$ cat config.mk
export PLATFORM = sky130hd
export DESIGN_NAME = acc_fifo_port
export DESIGN_NICKNAME = d
export VERILOG_FILES = /design/src/rtl/acc_fifo_port.sv
export SDC_FILE = /design/constraint.sdc
export NUM_CORES = 1
export LEC_CHECK = 0
export ABC_AREA = 1
export BUFFER_PORTS_ARGS = -buffer_cell sky130_fd_sc_hd__buf_2
export CAP_MARGIN = 5
export CELL_PAD_IN_SITES_DETAIL_PLACEMENT = 1
export CELL_PAD_IN_SITES_GLOBAL_PLACEMENT = 1
export CORE_UTILIZATION = 38
export CTS_BUF_LIST = sky130_fd_sc_hd__clkbuf_16
export DETAILED_ROUTE_END_ITERATION = 12
export PLACE_DENSITY = 0.7
export SLEW_MARGIN = 20
export SYNTH_ARGS = -nofsm -noshare
export SYNTH_HDL_FRONTEND = slang
export SYNTH_HIERARCHICAL = 1
export SYNTH_SLANG_ARGS = --single-unit
$ cat constraint.sdc
create_clock -name clk -period 4.6 [get_ports clk]
set_input_delay 1.15 -clock clk [delete_from_list [all_inputs] [get_ports clk]]
set_output_delay 1.15 -clock clk [all_outputs]
set_load 0.05 [all_outputs]
$ cat src/rtl/acc_fifo_port.sv
// acc_fifo_port: router put/get FIFO endpoint with sticky overflow/underflow flags and flush on disable
module acc_fifo #(
    parameter int WIDTH = 32,
    parameter int DEPTH = 8,
    parameter int AW    = 3
) (
    input  logic             clk,
    input  logic             reset,
    input  logic             en,
    input  logic             push,
    input  logic [WIDTH-1:0] push_data,
    input  logic             pop,
    output logic             empty,
    output logic             full,
    output logic [WIDTH-1:0] rd_data,
    output logic             rd_valid,
    output logic             push_drop,
    output logic             pop_drop
);
    logic [WIDTH-1:0] mem_q [DEPTH];
    logic [AW-1:0]    wr_ptr_q, wr_ptr_d, rd_ptr_q, rd_ptr_d;
    logic [AW:0]      count_q, count_d;
    logic [WIDTH-1:0] data_q, data_d;
    logic             valid_q, valid_d, push_ok, pop_ok;

    assign empty    = count_q == '0;
    assign full     = count_q == (AW+1)'(DEPTH);
    assign rd_data  = data_q;
    assign rd_valid = valid_q;

    // A push while full is refused even if a pop frees a slot on the same edge.
    always_comb begin
        push_ok   = en & push & ~full;
        pop_ok    = en & pop & ~empty;
        push_drop = en & push & full;
        pop_drop  = en & pop & empty;
        wr_ptr_d  = en ? wr_ptr_q + AW'(push_ok) : '0;
        rd_ptr_d  = en ? rd_ptr_q + AW'(pop_ok) : '0;
        count_d   = en ? count_q + (AW+1)'(push_ok) - (AW+1)'(pop_ok) : '0;
        valid_d   = pop_ok;
        data_d    = pop_ok ? mem_q[rd_ptr_q] : data_q;
    end

    always_ff @(posedge clk or negedge reset) begin
        if (!reset) begin
            wr_ptr_q <= '0;
            rd_ptr_q <= '0;
            count_q  <= '0;
            data_q   <= '0;
            valid_q  <= 1'b0;
        end else begin
            wr_ptr_q <= wr_ptr_d;
            rd_ptr_q <= rd_ptr_d;
            count_q  <= count_d;
            data_q   <= data_d;
            valid_q  <= valid_d;
        end
    end

    always_ff @(posedge clk) begin
        if (push_ok) mem_q[wr_ptr_q] <= push_data;
    end
endmodule

module acc_fifo_port #(
    parameter int WIDTH = 32,
    parameter int DEPTH = 8,
    parameter int AW    = 3
) (
    input  logic             clk,
    input  logic             reset,
    input  logic             acc_enable,
    input  logic             put_req,
    input  logic [WIDTH-1:0] put_data,
    output logic             to_acc_empty,
    output logic             to_acc_full,
    input  logic             acc_rd_req,
    output logic [WIDTH-1:0] acc_rd_data,
    output logic             acc_rd_valid,
    input  logic             acc_wr_req,
    input  logic [WIDTH-1:0] acc_wr_data,
    input  logic             get_req,
    output logic [WIDTH-1:0] get_data,
    output logic             get_valid,
    output logic             from_acc_empty,
    output logic             from_acc_full,
    output logic             overflow,
    output logic             underflow
);
    logic in_pdrop, in_udrop, out_pdrop, out_udrop;
    logic overflow_q, overflow_d, underflow_q, underflow_d;

    acc_fifo #(.WIDTH(WIDTH), .DEPTH(DEPTH), .AW(AW)) u_in (
        .clk(clk), .reset(reset), .en(acc_enable),
        .push(put_req), .push_data(put_data), .pop(acc_rd_req),
        .empty(to_acc_empty), .full(to_acc_full),
        .rd_data(acc_rd_data), .rd_valid(acc_rd_valid),
        .push_drop(in_pdrop), .pop_drop(in_udrop)
    );

    acc_fifo #(.WIDTH(WIDTH), .DEPTH(DEPTH), .AW(AW)) u_out (
        .clk(clk), .reset(reset), .en(acc_enable),
        .push(acc_wr_req), .push_data(acc_wr_data), .pop(get_req),
        .empty(from_acc_empty), .full(from_acc_full),
        .rd_data(get_data), .rd_valid(get_valid),
        .push_drop(out_pdrop), .pop_drop(out_udrop)
    );

    assign overflow  = overflow_q;
    assign underflow = underflow_q;

    always_comb begin
        overflow_d  = overflow_q | in_pdrop | out_pdrop;
        underflow_d = underflow_q | in_udrop | out_udrop;
    end

    always_ff @(posedge clk or negedge reset) begin
        if (!reset) begin
            overflow_q  <= 1'b0;
            underflow_q <= 1'b0;
        end else begin
            overflow_q  <= overflow_d;
            underflow_q <= underflow_d;
        end
    end
endmodule

==> results.ini, run 1 <==
[critical_path]
max_stage_delay_ps = 350
critPathRequiredTime_ps = 3450
critPathLaunchType = flip-flop
path_cells = inv_1 > ha_1 > nand3_1 > inv_1 > buf_2
worstSetupPathType = reg2out
cp_max_fo = 3
cp.arrival_ps = 1750
cp-end-kind = output port
cp_num_buf_inv = 3
ff2ff_setup_slack_ps = 1960
cpMostUsedCell = inv_1
cp_top_family = buffers and inverters
critPathSlowestCell = dfrtp_1

[run]
cap_violations = 0

[pwr]
p_leak_nw = 12.8
peakVddDrop_mv = 0.392
powerDensity_mw_per_mm2 = 515

[die]
core.rowCount = 93
num_io_pins = 143
dieHeight_um = 259
die_w_um = 259
start_util = 0.387
design.core.area_mm2 = 0.0649
dieArea_mm2 = 0.0672

[synth]
synthCells = 2402
synth_area_leaders = edfxtp_1 (61%), nand2_1 (12%), dfrtp_1 (8.8%)
ys_seq_elements = 600
synth_cell_types = 19
seq_area_frac_synth = 0.699
syn_avg_cell_area_um2 = 10.5
synth_warnings = 6
synth_top_area_frac = 0.611
synth.net_count = 2491
synth_top_cell_by_area = edfxtp_1
syn_area_mm2 = 0.0252

[sta]
rsz0062_at_grt = false
relSlewSlack = 0.313
hold_viol = 0
fin_skew_ps = 17.5
worstMarginPinSlew_ps = 1030
fin_crit_sh = 0.631
drv_slew = 0
fin_crit_ps = 2900
tns_ps = 0
setup_viol = 0
max_freq_mhz = 344

[clock_network]
hold_buffers = 0
clkSinkCount = 600
cts_resized = 0
cts_tree = done
h-tree-depth = 3
clockBufferDepth = 3
clk_pin_slew_ps = 60
numCtsBuffers = 67
cts_setup_buffers = 0
cts-root-buf = clkbuf_16
clk_latency_ps = 600

[drt]
drc = 0
drt-pass1-iter-count = 5
detail_route.wl_per_cell_um = 19.3
viasPerCell = 4.95
vias = 17100
finalWirelength_um = 66700
antenna_left = 0
first_iter_violations = 982

[global_route]
grt_pass1_vias = 18600
antenna_found_initial = 6
grt_pass1_wl_um = 104000
track_usage = 0.202
grt-ovfl-total = 0
grt_max_degree = 71

[place]
post_dp_cell_area_mm2 = 0.0269
place.gp.congestion = 0.757
hpwl_um = 38100
io_buffers = 142

[status]
outcome = complete, no violations

[layout]
layout.nets = 2630
area_growth_pct = 15.4
drive_gt1_frac = 0.115
final_area_mm2 = 0.0290

[worst_hold_path]
min_path_type = reg2reg

## final cells by class
type                    instances  area, µm²
fillers                      7147      35900
multi-input cells            1268       5600
clock inverters                51        389
well taps                     855       1070
diodes                          1       2.50
inverters                     424       1600
clock buffers                  69       1730
repair buffers                180       1060
flip-flops and latches        600      17600
## cell usage after synthesis
master	n
nand2_1	804
inv_2	6
or2_2	2
ha_1	16
dfrtp_1	88
xnor2_1	4
o21ai_0	4
nor2_1	36
edfxtp_1	512
fa_1	2
clkbuf_1	30
a21oi_1	4
inv_1	418
buf_1	17
nand3_2	2
nand3_1	392
buf_2	56
buf_4	7
and2_1	2
## path summary, 6_finish.rpt
| check | to | cells after the start | start |
|---|---|---|---|
| min | overflow | 2 | overflow |
| min in group asynchronous | u_in/rd_data[16] | 1 | reset |
| max in group asynchronous | u_out/rd_ptr_q[0] | 2 | reset |
| min reg2reg | overflow | 2 | overflow |
| max reg2reg | u_in/count_q[2] | 12 | u_in/count_q[2] |
| max | from_acc_empty | 5 | u_out/count_q[2] |
## cell usage in the layout (no fill, tap or decap), drive strengths merged, types with 6 or more instances in the layout
master  instances
buf           180
dfrtp          88
edfxtp        512
nor2           36
clkinv         24
nand3         394
inv           442
nand2         804
bufinv          6
ha             16
clkbuf         69
## report_power, final
| group | internal (mW) | total, mW | switching (mW) |
|---|---|---|---|
| clock network | 3.05 | 5.18 | 2.13 |
| logic | 0.746 | 3.16 | 2.41 |
| registers | 6.32 | 6.59 | 0.273 |
## sequential cells by signal, summed over array words and instances (netlist names)
signal	count
u_in/count_q	4
u_in/mem_q	256
underflow	1
u_in/wr_ptr_q	3
u_in/rd_ptr_q	3
overflow	1
u_out/count_q	4
u_out/rd_data	32
u_out/wr_ptr_q	3
u_out/rd_valid	1
u_out/rd_ptr_q	3
u_in/rd_data	32
u_in/rd_valid	1
u_out/mem_q	256
## metal layers
| metal | wire, µm | share of wire | vias to the layer above | global-route usage |
|---|---|---|---|---|
| met5 | 44 | 0.00066 | - | 0 |
| met2 | 35500 | 0.53 | 345 | 0.378 |
| met4 | 1780 | 0.027 | 6 | 0.0670 |
| met1 | 26700 | 0.40 | 8593 | 0.233 |
| met3 | 2760 | 0.041 | 141 | 0.0330 |
| li1 | - | - | 7966 | - |
## worst reg2reg max path, stage by stage (launching register included)
cell     delay, ps
dfrtp_1        360
inv_1          110
ha_1           160
nand3_1        160
nand3_2        100
buf_4          470
inv_2           80
nand2_1        150
nand2_1         80
ha_1           220
fa_1           400
xnor2_1        190
nor2_1          60
## logic make-up after synthesis
group                      Yosys count  synth area share
and+or+nand+nor                   1238             0.205
DFF                                600             0.699
buffers and inverters              534            0.0835
adders and majority gates           18           0.00955
AOI/OAI and AO/OA                    8           0.00159
xor gates and xnor gates             4           0.00139
## per-stage QoR
step                      std cells  worst slack [ps]  total power, mW   util  hold slack (ps)
after floorplan                2402              1260             8.89      -              550
after global placement         3327              1150             9.79  0.414              434
after detailed placement       3327              1080             9.90  0.414              452
after CTS                      3447              1350             15.1  0.447              467
after global routing           3447              1600             15.6  0.447              482
final                          3448              1700             14.9  0.447              454
Note: power is estimated with default switching activity, not from simulation.
==> run 2: changes to the inputs <==
--- a/config.mk
+++ b/config.mk
@@ -13,7 +13,7 @@
 export CORE_UTILIZATION = 38
 export CTS_BUF_LIST = sky130_fd_sc_hd__clkbuf_16
 export DETAILED_ROUTE_END_ITERATION = 12
-export PLACE_DENSITY = 0.7
+export PLACE_DENSITY = 0.72
 export SLEW_MARGIN = 20
 export SYNTH_ARGS = -nofsm -noshare
 export SYNTH_HDL_FRONTEND = slang
==> constraint.sdc (replaced) <==
create_clock -name clk -period 2.6 [get_ports clk]
set_input_delay 0.65 -clock clk [delete_from_list [all_inputs] [get_ports clk]]
set_output_delay 0.65 -clock clk [all_outputs]
set_load 0.05 [all_outputs]
==> run 2 against run 1 <==
- clock power grew 77%
- critical endpoint is now to_acc_empty
- clock skew up 3.2 ps
- via count about the same
- first-iteration DRC count increased by 4.1%
==> results.ini, run 2 (synthesis results as in run 1) <==
[status]
outcome = complete, no violations

[global_route]
antenna_found_initial = 7  ; +1
grt_max_degree = 130  ; +83%
grt-ovfl-total = 0  ; unchanged
grt_pass1_vias = 18600  ; +0.016%
track_usage = 0.204  ; +0.00166
grt_pass1_wl_um = 105000  ; +1.0%

[sta]
rsz0062_at_grt = false
fin_crit_sh = 0.925
drv_slew = 0  ; unchanged
hold_viol = 0  ; unchanged
max_freq_mhz = 416
relSlewSlack = 0.421  ; +0.108
worstMarginPinSlew_ps = 869  ; -162 ps
fin_crit_ps = 2400
fin_skew_ps = 20.7  ; +3.21 ps
setup_viol = 0  ; unchanged

[pwr]
p_int_mw = 17.9  ; +77%
clkPwrFrac = 0.347  ; about the same
finalPower_mw = 26.5  ; +77%
powerDensity_mw_per_mm2 = 901  ; +75%
peakVddDrop_mv = 0.636  ; +62%
pwr-share-seq = 0.436  ; -0.006
p_switching_mw = 8.58  ; +78%
switching_share = 0.324  ; +0.00137
comb_power_share = 0.218  ; +0.007
p_leak_nw = 13.0  ; +0.87%

[layout]
area_growth_pct = 16.9
seq_area_mm2 = 0.0176  ; unchanged
final_common_cell = nand2_1
drive_gt1_frac = 0.124  ; +0.00883
layout.nets = 2644  ; +0.53%
nFillCells = 7120  ; -0.38%
multiInputGateArea_mm2 = 0.00560  ; unchanged
diodes = 0  ; -1
fin_util = 0.453  ; +0.00568
reg.largest.list = u_in/mem_q x256, u_out/mem_q x256
mostFrequentLayoutCells = nand2_1 (804), edfxtp_1 (512), inv_1 (425)

[die]
start_util = 0.387  ; unchanged
die_w_um = 259  ; unchanged
num_io_pins = 143  ; unchanged
core.rowCount = 93  ; unchanged
dieHeight_um = 259  ; unchanged
design.core.area_mm2 = 0.0649  ; unchanged
dieArea_mm2 = 0.0672  ; unchanged

[place]
io_buffers = 142  ; unchanged
hpwl_um = 40400  ; +6.0%
place.gp.congestion = 0.762  ; +0.75%

[critical_path]
cp-end-kind = output port
startpoint = u_in/count_q[2]
cp_max_fo = 3  ; unchanged
ff2ff_setup_slack_ps = 360  ; -1600 ps
r2r-start = u_in/count_q[2]
cp.arrival_ps = 1750  ; about the same
cp-endpoint = to_acc_empty
r2r_end = u_in/count_q[2]
critPathRequiredTime_ps = 1950  ; -1500 ps
worstSetupPathType = reg2out
r2r_cells = 11  ; -1
critPathLaunchType = flip-flop

[clock_network]
clockBufferDepth = 3  ; unchanged
cts_tree = done
cts_resized = 0  ; unchanged
cts-root-buf = clkbuf_16
clkSinkCount = 600  ; unchanged
h-tree-depth = 3  ; unchanged
numCtsBuffers = 66  ; -1.5%
clk_pin_slew_ps = 60  ; about the same
cts_setup_buffers = 0  ; unchanged
clk_latency_ps = 610  ; about the same

[worst_hold_path]
min_path_type = in2reg

[drt]
finalWirelength_um = 67000  ; +0.39%
vias = 17000  ; -0.094%
drt-pass1-iter-count = 5  ; unchanged
antenna_left = 0  ; unchanged
viasPerCell = 4.92  ; -0.56%
drc = 0  ; unchanged
detail_route.wl_per_cell_um = 19.3  ; about the same
first_iter_violations = 1022  ; +4.1%

[run]
cap_violations = 0  ; unchanged

-- run 2: how the worst min path moves through the flow --
stage / start / endpoint / depth (start not counted)
detailed placement: u_out/rd_data[13] / u_out/rd_data[13] / 2
floorplan: reset / overflow / 0
global placement: u_out/rd_data[29] / u_out/rd_data[29] / 2
CTS: acc_wr_data[26] / u_out/mem_q[7][26] / 1
finish: acc_wr_data[10] / u_out/mem_q[1][10] / 1
global route: acc_wr_data[0] / u_out/mem_q[6][0] / 1
-- run 2: what timing repair did --
item,4_1_cts,5_1_grt
endpoints found under the hold margin,4,0
endpoints found under the setup margin,0,0
hold buffers,1,0
-- run 2: per-stage QoR --
step	instances	setup WS [ps]	hold slack (ps)	cell area (µm²)	setup TNS, ps
floorplan	2402	-248	354	25200	-63380
global placement	3341	374	458	27300	0
detailed placement	3341	308	460	27300	0
CTS	3464	140	297	29400	0
global route	3464	104	316	29400	0
finish	3464	196	326	29400	0
-- run 2: layout make-up --
| class | instances | share of cell area |
|---|---|---|
| Clock buffer | 67 | 0.0570 |
| Sequential cell | 600 | 0.598 |
| Inverter | 424 | 0.0542 |
| Timing Repair Buffer | 195 | 0.0485 |
| Multi-Input combinational cell | 1268 | 0.190 |
| Tap cell | 855 | 0.0364 |
| Clock inverter | 55 | 0.0152 |
-- run 2: power by group through the flow --
stage | Sequential [mW] | Clock, mW | Combinational (mW)
after floorplan | 13.3 | 0 | 2.39
after global placement | 11.7 | 0 | 5.65
after detailed placement | 11.7 | 0 | 5.83
after CTS | 11.6 | 9.39 | 5.87
after global routing | 11.6 | 9.70 | 6.30
final | 11.5 | 9.18 | 5.77
-- run 2: per-layer routing --
layer  global-route usage  part of all wire  vias to the layer above
li1                     -                 -                     8005
met1                0.249              0.42                     8559
met2                0.368              0.52                      341
met3               0.0334             0.041                      120
met4               0.0588             0.024                       10
met5                    0           0.00094                        -
-- run 2: worst max-delay path, stage by stage (launching register included) --
cell	delay [ps]
dfrtp_1	370
inv_1	110
ha_1	170
nand3_1	130
inv_1	110
buf_2	260
